--- src/rtl/bus_fabric_n.sv ---
// Single-master, N-slave memory-mapped interconnect with base/mask decode and error responses.
// Latency: one decode cycle in IDLE before the slave sees the command; read data is forwarded combinationally.
// Backpressure: the selected slave's waitrequest passes to the master in CMD; the master is stalled in IDLE and RDATA.
//
// Ports:
//   clk, rst                        clock, synchronous active-high reset
//   m_addr/m_wdata/m_read/m_write   master command
//   m_dataena/m_burstcount          master byte enables, burst length (0 means 1)
//   m_rdata/m_valid/m_err           read data beat, its valid strobe, per-beat error pulse
//   m_waitrequest                   master must hold its command while high
//   s_addr/s_wdata/s_dataena/s_burstcount  broadcast copies of the master fields
//   s_chsel/s_read/s_write          one-hot select and gated strobes per slave
//   s_rdata/s_valid/s_waitrequest   per-slave responses, slave0 in the LSBs
module bus_fabric_n #(
  parameter int                       NUM_SLAVES = 3,
  parameter int                       AW         = 32,
  parameter int                       DW         = 32,
  parameter int                       BCW        = 4,
  parameter logic [NUM_SLAVES*AW-1:0] SLV_BASE   = {32'h4000_0000, 32'h2000_0000, 32'h0000_0000},
  parameter logic [NUM_SLAVES*AW-1:0] SLV_MASK   = {32'hFFFF_FF00, 32'hFFFF_0000, 32'hFFFF_C000},
  parameter int                       TIMEOUT    = 256,
  parameter logic [DW-1:0]            ERR_DATA   = 32'hDEAD_BEEF
) (
  input  logic                     clk,
  input  logic                     rst,
  input  logic [AW-1:0]            m_addr,
  input  logic [DW-1:0]            m_wdata,
  input  logic                     m_read,
  input  logic                     m_write,
  input  logic [DW/8-1:0]          m_dataena,
  input  logic [BCW-1:0]           m_burstcount,
  output logic [DW-1:0]            m_rdata,
  output logic                     m_valid,
  output logic                     m_waitrequest,
  output logic                     m_err,
  output logic [AW-1:0]            s_addr,
  output logic [DW-1:0]            s_wdata,
  output logic [DW/8-1:0]          s_dataena,
  output logic [BCW-1:0]           s_burstcount,
  output logic [NUM_SLAVES-1:0]    s_chsel,
  output logic [NUM_SLAVES-1:0]    s_read,
  output logic [NUM_SLAVES-1:0]    s_write,
  input  logic [NUM_SLAVES*DW-1:0] s_rdata,
  input  logic [NUM_SLAVES-1:0]    s_valid,
  input  logic [NUM_SLAVES-1:0]    s_waitrequest
);

  localparam int SW = (NUM_SLAVES > 1) ? $clog2(NUM_SLAVES) : 1;
  localparam int TW = (TIMEOUT > 1) ? $clog2(TIMEOUT) : 1;

  typedef enum logic [1:0] {IDLE, CMD, RDATA, ERR} state_t;

  state_t         state_q, state_d;
  logic [SW-1:0]  sel_q, sel_d;
  logic           is_wr_q, is_wr_d;
  logic           acc_q, acc_d;      // read command already taken by the slave
  logic [BCW-1:0] beats_q, beats_d;
  logic [TW-1:0]  tcnt_q, tcnt_d;

  logic                  hit;
  logic [SW-1:0]         hit_idx;
  logic [NUM_SLAVES-1:0] sel_oh;
  logic                  wait_sel;
  logic                  valid_sel;
  logic [DW-1:0]         rdata_sel;
  logic                  tmo;
  logic                  req;

  assign s_addr       = m_addr;
  assign s_wdata      = m_wdata;
  assign s_dataena    = m_dataena;
  assign s_burstcount = m_burstcount;

  // Scan from the top down so the lowest matching index is the one left standing.
  always_comb begin
    hit     = 1'b0;
    hit_idx = '0;
    for (int i = NUM_SLAVES - 1; i >= 0; i--) begin
      if ((m_addr & SLV_MASK[i*AW +: AW]) == SLV_BASE[i*AW +: AW]) begin
        hit     = 1'b1;
        hit_idx = SW'(i);
      end
    end
  end

  // Mux the latched slave's response; compare-based so an unused sel code selects nothing.
  always_comb begin
    sel_oh    = '0;
    wait_sel  = 1'b0;
    valid_sel = 1'b0;
    rdata_sel = '0;
    for (int i = 0; i < NUM_SLAVES; i++) begin
      if (sel_q == SW'(i)) begin
        sel_oh[i] = 1'b1;
        wait_sel  = s_waitrequest[i];
        valid_sel = s_valid[i];
        rdata_sel = s_rdata[i*DW +: DW];
      end
    end
  end

  assign tmo = (TIMEOUT != 0) && (tcnt_q == TW'(TIMEOUT - 1));
  assign req = is_wr_q ? m_write : m_read;

  always_comb begin
    state_d       = state_q;
    sel_d         = sel_q;
    is_wr_d       = is_wr_q;
    acc_d         = acc_q;
    beats_d       = beats_q;
    tcnt_d        = tcnt_q;
    m_waitrequest = 1'b1;
    m_valid       = 1'b0;
    m_err         = 1'b0;
    m_rdata       = '0;
    s_chsel       = '0;
    s_read        = '0;
    s_write       = '0;

    case (state_q)
      IDLE: begin
        if (m_read || m_write) begin
          sel_d   = hit_idx;
          is_wr_d = m_write;    // write wins when both strobes are high
          acc_d   = 1'b0;
          beats_d = (m_burstcount == '0) ? BCW'(1) : m_burstcount;
          tcnt_d  = '0;
          state_d = hit ? CMD : ERR;
        end
      end

      CMD: begin
        s_chsel       = sel_oh;
        m_waitrequest = wait_sel;
        if (is_wr_q) s_write = sel_oh & {NUM_SLAVES{m_write}};
        else         s_read  = sel_oh & {NUM_SLAVES{m_read}};
        if (req && !wait_sel) begin
          tcnt_d = '0;
          if (is_wr_q) begin
            beats_d = beats_q - BCW'(1);
            if (beats_q <= BCW'(1)) state_d = IDLE;
          end else begin
            acc_d   = 1'b1;
            state_d = RDATA;
          end
        end else if (tmo) begin
          state_d = ERR;
        end else begin
          tcnt_d = tcnt_q + TW'(1);
        end
      end

      RDATA: begin
        s_chsel = sel_oh;
        m_rdata = rdata_sel;
        m_valid = valid_sel;
        if (valid_sel) begin
          tcnt_d  = '0;
          beats_d = beats_q - BCW'(1);
          if (beats_q <= BCW'(1)) state_d = IDLE;
        end else if (tmo) begin
          state_d = ERR;
        end else begin
          tcnt_d = tcnt_q + TW'(1);
        end
      end

      ERR: begin
        if (is_wr_q) begin
          // Swallow the rest of the write burst, flagging each beat.
          m_waitrequest = 1'b0;
          if (m_write) begin
            m_err   = 1'b1;
            beats_d = beats_q - BCW'(1);
            if (beats_q <= BCW'(1)) state_d = IDLE;
          end
        end else if (!acc_q) begin
          // Release the held read command once before returning error beats.
          m_waitrequest = 1'b0;
          acc_d         = 1'b1;
        end else begin
          m_valid = 1'b1;
          m_rdata = ERR_DATA;
          m_err   = 1'b1;
          beats_d = beats_q - BCW'(1);
          if (beats_q <= BCW'(1)) state_d = IDLE;
        end
      end

      default: state_d = IDLE;
    endcase

    // Reset aborts at once: the master and slaves see idle outputs in the reset cycle itself.
    if (rst) begin
      m_waitrequest = 1'b1;
      m_valid       = 1'b0;
      m_err         = 1'b0;
      m_rdata       = '0;
      s_chsel       = '0;
      s_read        = '0;
      s_write       = '0;
    end
  end

  always_ff @(posedge clk) begin
    if (rst) begin
      state_q <= IDLE;
      sel_q   <= '0;
      is_wr_q <= 1'b0;
      acc_q   <= 1'b0;
      beats_q <= '0;
      tcnt_q  <= '0;
    end else begin
      state_q <= state_d;
      sel_q   <= sel_d;
      is_wr_q <= is_wr_d;
      acc_q   <= acc_d;
      beats_q <= beats_d;
      tcnt_q  <= tcnt_d;
    end
  end

endmodule

--- config.mk ---
export PLATFORM = sky130hd
export DESIGN_NAME = bus_fabric_n
export DESIGN_NICKNAME = d
export VERILOG_FILES = /design/src/rtl/bus_fabric_n.sv
export SDC_FILE = /design/constraint.sdc
export NUM_CORES = 1
export LEC_CHECK = 0
export ABC_AREA = 1
export BUFFER_PORTS_ARGS = -buffer_cell sky130_fd_sc_hd__buf_2
export CAP_MARGIN = 20
export CORE_AREA = 2 2 115 117
export CTS_CLUSTER_SIZE = 10
export DETAILED_ROUTE_END_ITERATION = 8
export DIE_AREA = 0 0 117 119
export PLACE_DENSITY = 0.54
export REMOVE_ABC_BUFFERS = 1
export SLEW_MARGIN = 20
export SYNTH_ARGS = -nofsm -noshare
export SYNTH_HDL_FRONTEND = slang
export SYNTH_SLANG_ARGS = --single-unit
--- constraint.sdc ---
create_clock -name clk -period 3.55 [get_ports clk]
set_input_delay 0.1775 -clock clk [delete_from_list [all_inputs] [get_ports clk]]
set_output_delay 0.1775 -clock clk [all_outputs]
set_load 0.005 [all_outputs]
==> results.json, run 1 <==
{
  "cellLeakagePower_nw": 2.015,
  "cts_sinks": 18,
  "clk_path_buf_depth": 2,
  "cts_hold_buf": 0,
  "wl_per_cell_um": 19.06,
  "fmax_mhz": 416.6,
  "synth-seq-cells": 18,
  "vdd_drop_max_uv": 207.9,
  "critical_path.slowest_cell": "inv_1",
  "cp-endpoint": "m_rdata[16]",
  "wl_mm": 14.96,
  "netlist_area_sq_um": 2846,
  "worst-path-stages": 7,
  "status": "completed",
  "core_area_sq_um": 12870,
  "drive_above_1_share_pct": 38.32,
  "worstReg2RegEnd": "tcnt_q[5]",
  "grt_max_degree": 34,
  "num_rows": 42,
  "rsz0062_at_grt": "false",
  "insertion_delay_ns": 0.24,
  "grt_pass1_vias": 3108,
  "critPathTopFamily": "buffers and inverters",
  "worst_pin_slew_ns": 0.6737,
  "pre_cts_ws_ns": 1.427,
  "maxCapViolations": 0,
  "r2r_start": "state_q[1]",
  "grt_antenna_before_repair": 1,
  "finalCriticalPeriod_ns": 2.400,
  "numPortBuffers": 205,
  "ys_warn_count": 0,
  "post_cts_resized": 0,
  "yosysUniqueCellTypes": 30,
  "path_common_cell": "inv_1",
  "grt_pass1_wl_mm": 19.67,
  "critical_path_class": "reg2out",
  "gp_congestion": 0.9092,
  "areaGrowthSynthToFinish_pct": 25.54,
  "rr_worst_depth": 11,
  "final_hold_viol_count": 0,
  "finalSetupTns_ns": 0,
  "holdCritPathClass": "in2reg",
  "slew_headroom_pct": 54.98,
  "final_max_slew_viol_count": 0,
  "syn_inst": 485,
  "die_area_sq_um": 13920,
  "cts_setup_buffers": 0,
  "cts_buffers": 3,
  "overflow": 0,
  "setup_viol": 0,
  "avgSynthCellArea_sq_um": 5.869,
  "clkTransAtPathRegs_ns": 0.05,
  "min_period_over_period_pct": 67.61,
  "drc": 0,
  "crit_buf_inv": 4,
  "via_per_inst": 4.446,
  "die_w_um": 117,
  "start_util_pct": 22.11,
  "setup_ws_ns": 1.150,
  "crit_path_end_kind": "output pin",
  "drt-initial-drc-count": 141,
  "reg2reg_slack_ns": 1.70,
  "yosysSeqAreaShare_pct": 12.66,
  "path_cells": "inv_1 -> ha_1 -> inv_1 -> nor2_2 -> inv_1 -> o21ai_0 -> buf_2",
  "track_usage_pct": 20.17,
  "p_per_area_nw_per_um2": 372.4,
  "worstPathArrival_ns": 2.22,
  "drt_first_pass_iters": 4,
  "critPathMaxFanout": 23,
  "fin_nets": 796,
  "cp-startpoint": "state_q[0]",
  "clockRootBuffer": "clkbuf_16",
  "clock_skew_ns": 0.001415,
  "ant_nets": 0,
  "ctsHtreeMaxLevel": 1,
  "required_ns": 3.37,
  "ios": 294,
  "max_stage_delay_ns": 0.41,
  "startpoint_type": "flip-flop",
  "place.detailed.hpwl_mm": 13.43,
  "via_count": 3490,
  "fp.dieH_um": 119,
  "cts_tree": "yes"
}
-- per-stage QoR --
step / hold slack (ns) / instances / util, % / cell area (sq um) / total power [mW]
3_5_place_dp: 0.3550 / 781 / 27.15 / 3496 / 1.111
5_1_grt: 0.2139 / 784 / 27.74 / 3571 / 1.474
3_3_place_gp: 0.3550 / 781 / 27.15 / 3496 / 1.114
4_1_cts: 0.2045 / 784 / 27.74 / 3571 / 1.343
2_1_floorplan: 0.2466 / 399 / - / 2242 / 0.8222
6_report: 0.2090 / 785 / 27.76 / 3573 / 1.331
-- worst register-to-register path, cell delays in order, from the launching register on --
cell and delay (ns):
dfxtp_1 0.42, inv_1 0.13, ha_1 0.20, inv_1 0.07
nor3_1 0.07, nor2_2 0.24, nand2_1 0.18, nor2_1 0.19
nand3_1 0.09, nand2_1 0.06, nand2_1 0.04, nor2_1 0.08
-- registers in the layout (all words and copies together), names as in the netlist --
name / count
acc_q: 1
state_q: 2
beats_q: 4
sel_q: 2
tcnt_q: 8
is_wr_q: 1
-- per-layer routing --
metal,routed length [um],global-route usage (%)
met4,391,4.044
met3,2518,14.86
met2,7586,38.95
met1,4371,15.26
met5,92,5.098
-- how the worst min path moves through the flow --
stage | startpoint | to | slack (ns) | cells past startpoint
global route | m_write | is_wr_q | 0.21 | 3
finish | m_write | is_wr_q | 0.21 | 3
floorplan | rst | sel_q[0] | 0.25 | 1
global placement | m_addr[7] | s_addr[7] | 0.36 | 0
detailed placement | m_addr[7] | s_addr[7] | 0.36 | 0
CTS | m_write | is_wr_q | 0.20 | 3
-- cell usage after synthesis (all sizes together) --
cell | instances | share of area [%]
xnor2 | 2 | 0.62
ha | 8 | 3.5
nor2 | 74 | 10
nand2 | 105 | 15
o21a | 2 | 0.53
nor3 | 14 | 3.2
a21oi | 29 | 5.1
nand3b | 3 | 0.79
dfxtp | 18 | 13
a221oi | 9 | 2.8
o211ai | 1 | 0.26
buf | 81 | 21
or2 | 1 | 0.22
a22o | 14 | 4.3
o21ai | 33 | 5.8
and2 | 1 | 0.22
nand4 | 3 | 0.88
nand3 | 26 | 4.9
inv | 56 | 7.4
clkbuf | 5 | 0.66
-- cells in the final DEF, fill, tap and decap left out, drive strengths merged --
cell type and n:
nand3b 3, ha 8, nor3 14, a221oi 9
clkbuf 3, and2 1, diode 1, or2 1
o211ai 1, xnor2 2, nor2 74, nand3 26
inv 56, a21oi 29, o21ai 33, nand2 105
buf 206, dfxtp 18, o21a 2, nand4 3
a22o 14
-- final cells by class --
cell class | instances | area [sq um]
antenna | 1 | 2.502
tap | 176 | 220.2
multi-input combinational | 325 | 1672
fill | 1454 | 9301
sequential | 18 | 360.3
timing repair buffer | 206 | 1033
inverter | 56 | 210.2
clock buffer | 3 | 75.07
-- power by group --
| part | leakage (nW) | switching (mW) | total, mW | internal (mW) |
|---|---|---|---|---|
| Combinational | 1.83 | 0.485 | 0.812 | 0.328 |
| Sequential | 0.147 | 0.0480 | 0.295 | 0.247 |
| Clock | 0.0370 | 0.0755 | 0.224 | 0.148 |
-- cell families (layout without fill, tap and decap cells) --
kind of cell | Yosys count | after routing | synth area share (%)
adder cells (fa/ha/maj) | 8 | 8 | 3.517
other | 0 | 1 | 0
AND/OR/NAND/NOR | 227 | 227 | 35.82
flip-flops | 18 | 18 | 12.66
buffers and inverters | 142 | 265 | 28.62
XOR/XNOR | 2 | 2 | 0.6155
AO/OA/AOI/OAI | 88 | 88 | 18.77
(Power assumes the default switching activity.)
==> inputs of run 2 (changes only) <==
--- a/config.mk
+++ b/config.mk
@@ -8,11 +8,11 @@
 export ABC_AREA = 1
 export BUFFER_PORTS_ARGS = -buffer_cell sky130_fd_sc_hd__buf_2
 export CAP_MARGIN = 20
-export CORE_AREA = 2 2 115 117
+export CORE_AREA = 2 2 114 116
 export CTS_CLUSTER_SIZE = 10
 export DETAILED_ROUTE_END_ITERATION = 8
-export DIE_AREA = 0 0 117 119
-export PLACE_DENSITY = 0.54
+export DIE_AREA = 0 0 116 118
+export PLACE_DENSITY = 0.57
 export REMOVE_ABC_BUFFERS = 1
 export SLEW_MARGIN = 20
 export SYNTH_ARGS = -nofsm -noshare
==> constraint.sdc (replaced) <==
create_clock -name clk -period 2.2 [get_ports clk]
set_input_delay 0.11 -clock clk [delete_from_list [all_inputs] [get_ports clk]]
set_output_delay 0.11 -clock clk [all_outputs]
set_load 0.005 [all_outputs]
==> run 2 against run 1 <==
Critical path depth up 1. Clock skew grew 0.00057 ns. Power is 68% higher. Worst hold slack worse by 0.073 ns. Clock-buffer cell count rose by 1. Wire length grew 5.9%. Sequential share of layout area decreased by 0.17 points. First-iteration DRC count up 36%. Largest power group unchanged. Global-route usage is 1.3 points higher. Register-to-register slack worse by 1.3 ns. Highest routed layer is now met4. Largest cell class unchanged.
==> results.json, run 2 (synthesis results as in run 1) <==
{
  "clkTransAtPathRegs_ns": 0.06,
  "clockRootBuffer": "clkbuf_16",
  "cts_sinks": 18,
  "top_register": "tcnt_q",
  "grt_pass1_vias": 3125,
  "grt_antenna_before_repair": 1,
  "hold-path-endpoint": "is_wr_q",
  "place.detailed.hpwl_mm": 14.07,
  "fp.dieH_um": 118,
  "cts_buffers": 3,
  "rsz0062_at_grt": "false",
  "largest_reg_flops": 8,
  "crit_path_end_kind": "output pin",
  "final_common_cell": "buf_2",
  "drt_first_pass_iters": 4,
  "cts_tree": "yes",
  "fmax_mhz": 505.3,
  "startpoint_type": "flip-flop",
  "clock_skew_ns": 0.001982,
  "drive_above_1_share_pct": 39.19,
  "maxCapViolations": 0,
  "slew_headroom_pct": 66.04,
  "core_area_sq_um": 12410,
  "cellLeakagePower_nw": 2.045,
  "numPortBuffers": 205,
  "drc": 0,
  "p_per_area_nw_per_um2": 615.1,
  "holdCritPathClass": "in2reg",
  "die_w_um": 116,
  "p_sw_share_pct": 45.48,
  "min_period_over_period_pct": 89.96,
  "reg.largest.list": "tcnt_q: 8 flops, beats_q: 4 flops",
  "critical_path.slowest_cell": "dfxtp_1",
  "track_usage_pct": 21.44,
  "insertion_delay_ns": 0.26,
  "status": "completed",
  "overflow": 0,
  "finalCriticalPeriod_ns": 1.979,
  "finalInstanceArea_sq_um": 3636,
  "register_area_sq_um": 360.3,
  "setup_viol": 0,
  "p_comb_share_pct": 60.1,
  "grt_pass1_wl_mm": 20.52,
  "vdd_drop_max_uv": 262.9,
  "layout_common_cells": "205 x buf_2, 98 x nand2_1, 70 x nor2_1",
  "finalSetupTns_ns": 0,
  "gp_congestion": 0.9224,
  "multi_input_area_sq_um": 1677,
  "p_sw_mw": 1.017,
  "hp-start": "m_write",
  "via_count": 3489,
  "pre_cts_ws_ns": 0.3931,
  "drt-initial-drc-count": 192,
  "max_stage_delay_ns": 0.47,
  "num_rows": 41,
  "place_area_sq_um": 3521,
  "ant_nets": 0,
  "rr_worst_depth": 11,
  "setup_ws_ns": 0.2209,
  "ctsHtreeMaxLevel": 1,
  "fin_cells": 788,
  "via_per_inst": 4.428,
  "finish.utilization_pct": 29.29,
  "path_cells": "nand2_1 -> inv_2 -> buf_4 -> nand2_1 -> nand3_1 -> nand2_1 -> inv_1 -> buf_2",
  "worst_pin_slew_ns": 0.5087,
  "ios": 294,
  "min_path_cells": 3,
  "critical_path_class": "reg2out",
  "worstReg2RegEnd": "tcnt_q[5]",
  "seqPwrFrac_pct": 21.1,
  "grt_max_degree": 28,
  "critPathMaxFanout": 27,
  "wl_mm": 15.84,
  "n_fill_cell": 1424,
  "required_ns": 2.09,
  "fin_nets": 802,
  "clk_path_buf_depth": 2,
  "worstPathArrival_ns": 1.87,
  "intPower_mw": 1.219,
  "r2r_start": "state_q[1]",
  "dp_cells": 781,
  "areaGrowthSynthToFinish_pct": 27.74,
  "wl_per_cell_um": 20.10,
  "start_util_pct": 22.93,
  "final_hold_viol_count": 0,
  "reg2reg_slack_ns": 0.41,
  "path_common_cell": "nand2_1",
  "p_clk_share_pct": 18.7,
  "die_area_sq_um": 13690,
  "final_max_slew_viol_count": 0
}
## run 2: worst max-delay path, delay by kind of cell, from the launching register on
kind                   cells  cell delay (ns)
buffers and inverters      4             0.78
and+or+nand+nor            4             0.33
DFF                        1             0.47
## run 2: metrics by stage
stage / power [mW] / hold slack [ns]
final: 2.237 / 0.1360
after global routing: 2.451 / 0.1817
after CTS: 2.221 / 0.1341
after detailed placement: 1.799 / 0.2200
after global placement: 1.799 / 0.2200
after floorplan: 1.327 / 0.1791
## run 2: per-layer routing
metal	track usage, %	share of wire [%]	vias up
li1	-	-	1752
met1	14.83	26	1481
met2	40.46	51	241
met3	18.02	19	15
met4	7.366	3.5	0
met5	0.7843	0	-
## run 2: worst max-delay path by stage
stage	cells past startpoint	end	from	slack, ns
after floorplan	9	beats_q[0]	sel_q[0]	0.56
after global placement	11	tcnt_q[5]	state_q[1]	0.46
after detailed placement	7	m_rdata[12]	state_q[0]	0.39
after CTS	7	m_rdata[12]	state_q[0]	0.13
after global routing	7	m_rdata[0]	state_q[1]	0.04
final	8	m_rdata[24]	sel_q[1]	0.22
## run 2: area by class of cell
type	instances	area share, %
Antenna cell	1	0.06882
Clock buffer	4	2.443
Inverter	56	5.884
Multi-Input combinational cell	325	46.11
Sequential cell	18	9.911
Tap cell	172	5.919
Timing Repair Buffer	211	29.46
Timing Repair inverter	1	0.2065
## run 2: power groups by stage
stage,clock network (mW),registers (mW),logic (mW)
floorplan,0,0.460,0.867
global placement,0,0.479,1.32
detailed placement,0,0.479,1.32
CTS,0.423,0.472,1.33
global route,0.434,0.483,1.53
finish,0.419,0.473,1.34
## run 2: repair_timing
item / 4_1_cts / 5_1_grt
buffers inserted: 0 / 1
setup endpoints to repair: 0 / 19
hold buffers: 0 / 0
gates resized for setup: 0 / 3
